File: src/rtl/fifo_syn.sv
// rtl/fifo_syn.sv - single-clock FIFO with cs-gated strobes, registered read data and full/empty flags.
// Optional FIFO_SYN_ERR_FLAGS_EN adds sticky overflow/underflow outputs.
module fifo_syn #(
    parameter int FIFO_DEPTH = 8,
    parameter int DATA_WIDTH = 32
) (
    input  logic                  clk,
    input  logic                  rst_n,
    input  logic                  cs,
    input  logic                  wr_en,
    input  logic                  rd_en,
    input  logic [DATA_WIDTH-1:0] data_in,
    output logic [DATA_WIDTH-1:0] data_out,
    output logic                  empty,
`ifdef FIFO_SYN_ERR_FLAGS_EN
    output logic                  full,
    output logic                  overflow,
    output logic                  underflow
`else
    output logic                  full
`endif
);

    localparam int AW = $clog2(FIFO_DEPTH);
    localparam logic [AW:0] DEPTH_CNT = (AW+1)'(FIFO_DEPTH);

    logic [DATA_WIDTH-1:0] mem [FIFO_DEPTH];
    logic [AW-1:0]         wr_ptr;
    logic [AW-1:0]         rd_ptr;
    logic [AW:0]           count;
    logic                  wr_accept;
    logic                  rd_accept;

    // Flags come from the pre-edge count, so a write while full is dropped even if a read frees a slot.
    assign empty     = (count == '0);
    assign full      = (count == DEPTH_CNT);
    assign wr_accept = cs && wr_en && !full;
    assign rd_accept = cs && rd_en && !empty;

    // Storage is deliberately not reset.
    always_ff @(posedge clk) begin
        if (wr_accept) begin
            mem[wr_ptr] <= data_in;
        end
    end

    always_ff @(posedge clk or negedge rst_n) begin
        if (!rst_n) begin
            wr_ptr   <= '0;
            rd_ptr   <= '0;
            count    <= '0;
            data_out <= '0;
        end else begin
            if (wr_accept) begin
                wr_ptr <= wr_ptr + AW'(1);
            end
            if (rd_accept) begin
                rd_ptr   <= rd_ptr + AW'(1);
                data_out <= mem[rd_ptr];
            end
            case ({wr_accept, rd_accept})
                2'b10:   count <= count + (AW+1)'(1);
                2'b01:   count <= count - (AW+1)'(1);
                default: count <= count;
            endcase
        end
    end

`ifdef FIFO_SYN_ERR_FLAGS_EN
    always_ff @(posedge clk or negedge rst_n) begin
        if (!rst_n) begin
            overflow  <= 1'b0;
            underflow <= 1'b0;
        end else begin
            if (cs && wr_en && full) begin
                overflow <= 1'b1;
            end
            if (cs && rd_en && empty) begin
                underflow <= 1'b1;
            end
        end
    end
`endif

endmodule

File: config.mk
export PLATFORM = sky130hd
export DESIGN_NAME = fifo_syn
export DESIGN_NICKNAME = d
export VERILOG_FILES = /design/src/rtl/fifo_syn.sv
export SDC_FILE = /design/constraint.sdc
export NUM_CORES = 1
export LEC_CHECK = 0
export CAP_MARGIN = 40
export CORE_MARGIN = 2
export CORE_UTILIZATION = 45
export DETAILED_ROUTE_END_ITERATION = 8
export DONT_BUFFER_PORTS = 1
export GPL_ROUTABILITY_DRIVEN = 0
export PLACE_DENSITY = 0.59
export SETUP_SLACK_MARGIN = 0.2
export SLEW_MARGIN = 20
export SYNTH_ARGS = -nofsm -noshare
export SYNTH_HDL_FRONTEND = slang
export SYNTH_SLANG_ARGS = --single-unit
export TNS_END_PERCENT = 100
File: constraint.sdc
create_clock -name clk -period 4.77 [get_ports clk]
set_input_delay 0.7155 -clock clk [delete_from_list [all_inputs] [get_ports clk]]
set_output_delay 0.7155 -clock clk [all_outputs]
set_load 0.005 [all_outputs]
==> qor.csv <==
metric,value,unit
status,"complete, no violations",
crit_slowest_cell,or4_4,
ant_nets,0,
synth_edf_count,256,
drv_slew,0,
grt_overflow,0,
nets,743,
io_pins,71,
clkLatencyLatePin,0.54,ns
vias,5659,
die_area,26900,um2
yosys_warnings,0,
final_common_cell,edfxtp_1,
cts-htree-levels,1,
ys.flop_type,edfxtp_1,
max-clock-path-buffers,3,
ys_seq_area_share,75.9,%
synth_area_per_cell,16.8,um2
die_w,164,um
nFillCells,2039,
yosysUniqueCellTypes,31,
p_leak,0.00478,uW
pwr-share-clk,30.6,%
cp_max_fo,35,
path_clk_slew,0.06,ns
vias_per_cell,5.37,
hold_viol,0,
pwr-share-seq,46.6,%
grt_max_degree,57,
drive_gt1_share,11.2,%
swShare,29.1,%
met3_length,1160,um
wl,22100,um
grtUsageTotal,16.8,%
crit_chain,or4_4 -> nand3_4 -> inv_4 -> ha_1 -> ha_1 -> a21oi_1 -> o21ai_0 -> o311ai_0,
dp_hpwl,13400,um
synth_seq_cells,298,
slew_headroom,44.4,%
antenna_cells,0,
wire_per_inst,21.0,um
syn_nets,729,
core,25200,um2
yosys.area.top_type_share,66.7,%
critical_path_class,flip-flop to flip-flop,
critPathMaxStageDelay,0.59,ns
power_frac_comb,22.8,%
grt_pass1_vias,6031,
worstPathArrival,3.76,ns
hp-class,primary input to asynchronous set/reset pin,
finalSetupTns,0,ns
cp_top_family,simple AND/OR/NAND/NOR gates,
ys_top_cells_by_area,"edfxtp_1 67%, mux2i_1 11%, dfrtp_1 9.1%",
wl_met1,9370,um
num_rows,58,
dp_cells,997,
grt_pass1_wl,34100,um
ctsHoldBuffers,1,
power.density,569,nW/um2
chipHeight,164,um
top_layer_used,met4,
cts_tree,yes,
clock-sinks,298,
fin_crit_sh,70.3,%
finalNonFillerCells,1054,
rsz0062_at_grt,false,
cap_viol_max_count,0,
syn2layout_area_growth,13.6,%
postCtsResizedCells,0,
root_buffer,clkbuf_16,
period_needed,3.35,ns
critPathRequiredTime,5.17,ns
worst_setup_path_end_kind,flip-flop,
switchingPower,2170,uW
cpMostUsedCell,ha_1,
finalClockSkew,0.00707,ns
cts_buffers,30,
layout_common_cells,"256 x edfxtp_1, 129 x mux2i_1, 74 x nand2_1",
yosysTopAreaCell,edfxtp_1,
setup_viol,0,
post-cts-setup-buffers,0,
irDropWorstVdd,0.000326,V
syn_area,11500,um2
fmax,298,MHz
drtIter0Drc,385,
antenna_found_initial,0,
synthArstFlopShare,14.1,%
start_util,45.7,%
tightest_slew,0.830,ns
intPower,5280,uW
routed-wl-met2,11100,um
postSynthCellCount,686,
dr.pass1.iters,4,
drc,0,
start_kind,flip-flop,
worst-path-buf-inv,1,
io_buffers,0,
-- cell type report --
type	count	area, um2	share of cell area [%]
Clock inverter	10	103	0.784
Multi-Input combinational cell	343	2610	19.9
Sequential cell	298	8740	66.8
Tap cell	330	413	3.16
Inverter	8	32.5	0.249
Clock buffer	46	882	6.74
Timing Repair Buffer	19	307	2.34
-- sequential cells by signal, indices dropped and copies added, names as in the netlist --
register	cells
rd_ptr	3
wr_ptr	3
count	4
data_out	32
mem	256
-- cell usage after synthesis (3+ instances only) --
| cell | n |
|---|---|
| a22oi_1 | 64 |
| nor3_1 | 4 |
| nand2_1 | 74 |
| ha_1 | 5 |
| o21ai_0 | 3 |
| mux2i_1 | 129 |
| inv_1 | 7 |
| dfrtp_1 | 42 |
| clkbuf_1 | 17 |
| nand2b_1 | 4 |
| nand3_1 | 32 |
| xnor2_1 | 4 |
| edfxtp_1 | 256 |
| buf_6 | 3 |
| buf_4 | 9 |
| buf_2 | 8 |
| nor2_1 | 7 |
-- logic make-up (layout without fill, tap and decap cells) --
family	count (synthesis)	after routing	synth area share, %
buf+inv	45	83	2.06
simple gates	131	131	5.14
xor+xnor	6	6	0.456
compound gates	70	70	4.46
fa+ha+maj	6	6	0.717
mux	130	130	11.3
flops	298	298	75.9
-- through the flow --
| step | worst slack (ns) | utilization [%] | hold slack, ns | total power (uW) | instance area [um2] |
|---|---|---|---|---|---|
| 6_report | 1.42 | 52.0 | 0.0280 | 7450 | 13100 |
| 5_1_grt | 1.16 | 52.0 | 0.0219 | 7830 | 13100 |
| 4_1_cts | 1.38 | 52.0 | 0.0134 | 7550 | 13100 |
| 3_5_place_dp | 1.38 | 47.9 | 0.422 | 5250 | 12100 |
| 3_3_place_gp | 1.56 | 47.2 | 0.422 | 5120 | 11900 |
| 2_1_floorplan | 0.847 | - | 0.420 | 4740 | 11500 |
-- metal layers --
layer / vias up / global-route usage [%]
met5: - / 0
met4: 0 / 4.47
met3: 40 / 3.38
met2: 118 / 29.6
met1: 2837 / 21.4
li1: 2664 / -
-- path summary, 6_finish.rpt --
path,start,endpoint,slack (ns),cells after the start
setup / recovery,count[3],count[3],1.42,8
hold / removal,rst_n,data_out[8],0.03,1
setup reg to reg,count[3],count[3],1.42,8
hold reg to reg,data_out[12],data_out[12],0.51,2
max in group asynchronous,rst_n,rd_ptr[0],4.50,1
min in group clk,data_in[29],mem[0][29],0.27,0
-- power by group through the flow --
stage	combinational (uW)	clock, uW	sequential, uW
2_1_floorplan	1350	0	3390
3_3_place_gp	1610	0	3510
3_5_place_dp	1720	0	3530
4_1_cts	1740	2340	3480
5_1_grt	1880	2440	3510
6_report	1700	2280	3470
(Power assumes the default switching activity.)
